==> src/rtl/alu_seq_ctrl_pkg.sv <==
// rtl/alu_seq_ctrl_pkg.sv - op codes and FSM state encoding for the multi-cycle ALU sequencer
package alu_seq_ctrl_pkg;

    typedef enum logic [1:0] {
        OP_ADD = 2'b00,
        OP_SUB = 2'b01,
        OP_MUL = 2'b10,
        OP_DIV = 2'b11
    } op_e;

    typedef enum logic [3:0] {
        ST_IDLE      = 4'd0,
        ST_LOAD      = 4'd1,
        ST_ADDSUB    = 4'd2,
        ST_MUL_ADD   = 4'd3,
        ST_MUL_SHIFT = 4'd4,
        ST_DIV_SHIFT = 4'd5,
        ST_DIV_SUB   = 4'd6,
        ST_DIV_CHK   = 4'd7,
        ST_DONE      = 4'd8
    } state_e;

endpackage

==> src/rtl/alu_seq_ctrl.sv <==
// rtl/alu_seq_ctrl.sv - Moore sequencer for add/sub, shift-add multiply and restoring divide
import alu_seq_ctrl_pkg::*;

module alu_seq_ctrl #(
    parameter int WIDTH = 8,
    parameter int CNT_W = 4
) (
    input  logic             clk,
    input  logic             reset,
    input  logic             start,
    input  logic [1:0]       op,
    input  logic [CNT_W-1:0] cnt,
    input  logic             q_lsb,
    input  logic             acc_msb,
    input  logic             b_zero,
    output logic             busy,
    output logic             done,
    output logic             err,
    output logic             ld_a,
    output logic             ld_b,
    output logic             cnt_clr,
    output logic             cnt_up,
    output logic             add_en,
    output logic             sub_en,
    output logic             shift_en,
    output logic             restore_en,
    output logic             set_q
);

    localparam logic [CNT_W-1:0] LAST_ITER = CNT_W'(WIDTH - 1);

    state_e state_q, state_d;
    op_e    op_q;
    logic   busy_q, done_q, err_q, ld_q, cnt_up_q, add_q, sub_q, shift_q;

    always_comb begin
        state_d = ST_IDLE;
        case (state_q)
            ST_IDLE:      state_d = start ? ST_LOAD : ST_IDLE;
            ST_LOAD: begin
                if (op_q == OP_DIV && b_zero) state_d = ST_DONE;
                else if (op_q == OP_MUL)      state_d = ST_MUL_ADD;
                else if (op_q == OP_DIV)      state_d = ST_DIV_SHIFT;
                else                          state_d = ST_ADDSUB;
            end
            ST_ADDSUB:    state_d = ST_DONE;
            ST_MUL_ADD:   state_d = ST_MUL_SHIFT;
            ST_MUL_SHIFT: state_d = (cnt == LAST_ITER) ? ST_DONE : ST_MUL_ADD;
            ST_DIV_SHIFT: state_d = ST_DIV_SUB;
            ST_DIV_SUB:   state_d = ST_DIV_CHK;
            ST_DIV_CHK:   state_d = (cnt == LAST_ITER) ? ST_DONE : ST_DIV_SHIFT;
            ST_DONE:      state_d = ST_IDLE;
            default:      state_d = ST_IDLE;
        endcase
    end

    // Outputs are registered from the next state so they line up with state_q.
    always_ff @(posedge clk or negedge reset) begin
        if (!reset) begin
            state_q  <= ST_IDLE;
            op_q     <= OP_ADD;
            busy_q   <= 1'b0;
            done_q   <= 1'b0;
            err_q    <= 1'b0;
            ld_q     <= 1'b0;
            cnt_up_q <= 1'b0;
            add_q    <= 1'b0;
            sub_q    <= 1'b0;
            shift_q  <= 1'b0;
        end else begin
            state_q <= state_d;
            if (state_q == ST_IDLE && start) op_q <= op_e'(op);
            busy_q   <= (state_d != ST_IDLE);
            done_q   <= (state_d == ST_DONE);
            err_q    <= (state_q == ST_LOAD) && (op_q == OP_DIV) && b_zero;
            ld_q     <= (state_d == ST_LOAD);
            cnt_up_q <= (state_d == ST_MUL_SHIFT) || (state_d == ST_DIV_CHK);
            shift_q  <= (state_d == ST_MUL_SHIFT) || (state_d == ST_DIV_SHIFT);
            add_q    <= (state_d == ST_ADDSUB) && (op_q == OP_ADD);
            sub_q    <= (state_d == ST_DIV_SUB) ||
                        ((state_d == ST_ADDSUB) && (op_q == OP_SUB));
        end
    end

    assign busy       = busy_q;
    assign done       = done_q;
    assign err        = err_q;
    assign ld_a       = ld_q;
    assign ld_b       = ld_q;
    assign cnt_clr    = ld_q;
    assign cnt_up     = cnt_up_q;
    assign shift_en   = shift_q;
    assign sub_en     = sub_q;
    // Data-dependent strobes follow the live datapath flags within the state.
    assign add_en     = add_q || ((state_q == ST_MUL_ADD) && q_lsb);
    assign restore_en = (state_q == ST_DIV_CHK) && acc_msb;
    assign set_q      = (state_q == ST_DIV_CHK) && !acc_msb;

endmodule

==> config.mk <==
export PLATFORM = sky130hd
export DESIGN_NAME = alu_seq_ctrl
export DESIGN_NICKNAME = d
export VERILOG_FILES = /design/src/rtl/alu_seq_ctrl_pkg.sv /design/src/rtl/alu_seq_ctrl.sv
export SDC_FILE = /design/constraint.sdc
export NUM_CORES = 1
export LEC_CHECK = 0
export ABC_AREA = 1
export BUFFER_PORTS_ARGS = -buffer_cell sky130_fd_sc_hd__buf_2
export CORE_MARGIN = 4
export CORE_UTILIZATION = 47
export DETAILED_ROUTE_END_ITERATION = 8
export GPL_ROUTABILITY_DRIVEN = 1
export PLACE_DENSITY = 0.72
export SKIP_LAST_GASP = 1
export SYNTH_ARGS = -nofsm -noshare
export SYNTH_HDL_FRONTEND = slang
export SYNTH_SLANG_ARGS = --single-unit
==> constraint.sdc <==
create_clock -name clk -period 1.6 [get_ports clk]
set_input_delay 0 -clock clk [delete_from_list [all_inputs] [get_ports clk]]
set_output_delay 0 -clock clk [all_outputs]
set_load 0.05 [all_outputs]
==> flow_summary.json <==
{
  "status": "completed",
  "synth-seq-cells": 14,
  "grt_max_degree": 15,
  "synthDistinctLibCells": 16,
  "drc": 0,
  "total_power_mw": 1.82,
  "fillers": 131,
  "path_buf_inv": 1,
  "setup_violations": 0,
  "dieWidth_um": 47.1,
  "cp_slowest_cell": "dfrtp_1",
  "finalSetupTns_ns": 0,
  "synth_edf_count": 0,
  "root_buffer": "clkbuf_4",
  "syn_avg_cell_area_um2": 7.27,
  "post-place-ws_ns": 0.296,
  "rsz0062_at_grt": "no",
  "totalWireLength_um": 1640,
  "crit_required_ns": 1.60,
  "yosysSeqAreaShare_pct": 48.7,
  "yosysWarnings": 0,
  "tightestPinTransition_ns": 0.311,
  "max_slew_margin_pct": 79.3,
  "synth_top_cells_by_count": "nand2_1, nor2_1, dfrtp_1, inv_1, inv_2",
  "cts_buffer_depth": 2,
  "hold_end": "cnt_clr",
  "path_clk_slew_ns": 0.08,
  "wire_per_inst_um": 11.6,
  "synth_largest_area_cell": "dfrtp_1",
  "row_count": 13,
  "ir_drop_uv": 839,
  "yosys.area.top_type_share_pct": 48.7,
  "worstPathArrival_ns": 1.40,
  "io_pins": 24,
  "port_buffers": 23,
  "ff_latch_area_um2": 350,
  "antennaDiodeCount": 0,
  "hp-class": "input pin to flop",
  "critical_path_class": "flop to output pin",
  "end_kind": "output pin",
  "max_freq_mhz": 715,
  "gp_congestion": 0.890,
  "cellPowerDensity_nw_per_um2": 2040,
  "r2r.worst_path.cells": 6,
  "start_util_pct": 52.7,
  "htreeDepth": 1,
  "setup_ws_ns": 0.202,
  "synthCells": 99,
  "grt-ovfl-total": 0,
  "die_h_um": 47.1,
  "synth_most_common_cell": "nand2_1",
  "drtAntennaViolNets": 0,
  "finalCritPeriodShare_pct": 87.4,
  "vias": 681,
  "grt_use_total_pct": 18.7,
  "cp_slowest_stage_delay_ns": 0.41,
  "min_path_cells": 3,
  "syn-cell-area_um2": 719,
  "worstSetupStartpointType": "flop",
  "fin_nets": 140,
  "cts_buffers": 3,
  "first_pass_iters": 4,
  "clock_sinks": 14,
  "hold_path_startpoint": "start",
  "dp.final_hpwl_um": 1290,
  "cts_setup_buffers": 0,
  "grt_first_pass_wirelength_um": 2740,
  "synth_nets": 111,
  "synthTopCellsByArea": "dfrtp_1, nand2_1, nor2_1, inv_1, nand3_1",
  "fin_crit_ns": 1.40,
  "path_cells": "nor2_2 > a31o_2 > buf_2",
  "core_area_um2": 1370,
  "synth_flop_cell": "dfrtp_1",
  "r2r_end": "sub_en",
  "worstPathMaxFanout": 6,
  "multi_input_area_um2": 294,
  "via_per_inst": 4.83,
  "die_area_um2": 2220,
  "synth_async_sr_flop_share_pct": 100,
  "maxCapViolations": 0,
  "crit_family": "flip-flops",
  "areaGrowthSynthToFinish_pct": 23.8,
  "drt_iter0_drc": 12,
  "slew_violations": 0,
  "drive_above_1_share_pct": 30.2,
  "cts_tree": "built",
  "skew_ns": 0.00703,
  "leakagePower_nw": 0.555,
  "clk_latency_ns": 0.28,
  "r2r_start": "state_q[3]",
  "hold_viol_final": 0,
  "rrSetupSlack_ns": 0.27,
  "antenna_found_initial": 0,
  "grt_pass1_vias": 636
}
## routing by layer
metal / GRT usage, % / share of wire, % / routed length [µm] / vias up
li1: - / - / - / 354
met1: 21.9 / 43 / 710 / 301
met2: 30.4 / 48 / 784 / 22
met3: 6.90 / 7.1 / 116 / 4
met4: 8.29 / 1.5 / 25 / 0
met5: 0 / 0 / 0 / -
## what timing repair did
item / 4_1_cts / 5_1_grt
hold buffers: 3 / 0
endpoints found under the hold margin: 16 / 0
resized for setup: 0 / 0
## state kept, by name (all words and copies together), names as in the netlist
register / count
cnt_clr: 1
err: 1
op_q: 2
done: 1
shift_en: 1
sub_en: 1
state_q: 4
add_q: 1
busy: 1
cnt_up: 1
## cell type report
cell class	count	area share [%]
flip-flops and latches	14	39.3
multi-input cells	67	33.0
repair buffers	26	16.3
inverters	16	6.74
clock buffers	3	2.53
well taps	15	2.11
## logic make-up after synthesis
family,share of synthesized area [%]
and+or+nand+nor,36.9
buffers and inverters,10.4
DFF,48.7
AOI/OAI and AO/OA,4.00
## metrics by stage
stage	std cells	instance area (µm²)	util (%)	hold WS, ns
after floorplan	99	719	-	-0.296
after global placement	135	838	61.4	-0.0907
after detailed placement	135	838	61.4	-0.0872
after CTS	141	891	65.2	0.0746
after global routing	141	891	65.2	0.0934
final	141	891	65.2	0.0889
## worst min-delay path, cell delays in order
cell and delay [ns]:
buf_2 0.09, nand4_1 0.13, inv_1 0.09
## how the worst max path moves through the flow
stage / slack (ns) / start / depth (start not counted) / end
4_1_cts: 0.21 / state_q[3] / 3 / add_en
6_report: 0.20 / state_q[3] / 3 / add_en
2_1_floorplan: 0.33 / state_q[2] / 4 / restore_en
5_1_grt: 0.11 / state_q[0] / 9 / busy
3_3_place_gp: 0.32 / state_q[0] / 8 / busy
3_5_place_dp: 0.30 / state_q[3] / 6 / sub_en
## power breakdown
group / switching [mW] / leakage (nW) / internal, mW
combinational: 0.774 / 0.357 / 0.272
clock: 0.103 / 0.0138 / 0.0873
sequential: 0.0898 / 0.184 / 0.492
total: 0.966 / 0.555 / 0.852
## placed cells by master, fill, tap and decap left out
| cell | Yosys | layout |
|---|---|---|
| nand4_1 | 2 | 2 |
| nand2_2 | 3 | 3 |
| nor2_1 | 22 | 22 |
| a21oi_1 | 2 | 2 |
| o21ai_1 | 1 | 1 |
| nand3_1 | 4 | 4 |
| dlygate4sd3_1 | 0 | 3 |
| inv_1 | 11 | 11 |
| buf_2 | 0 | 23 |
| dfrtp_1 | 14 | 14 |
| a31o_2 | 1 | 1 |
| nand3_2 | 1 | 1 |
| nor2_2 | 2 | 2 |
| o21ai_0 | 1 | 1 |
| inv_2 | 5 | 5 |
| nand2_1 | 27 | 27 |
| clkbuf_4 | 0 | 3 |
| nand3b_1 | 1 | 1 |
Power figures use the tool's default switching activity.
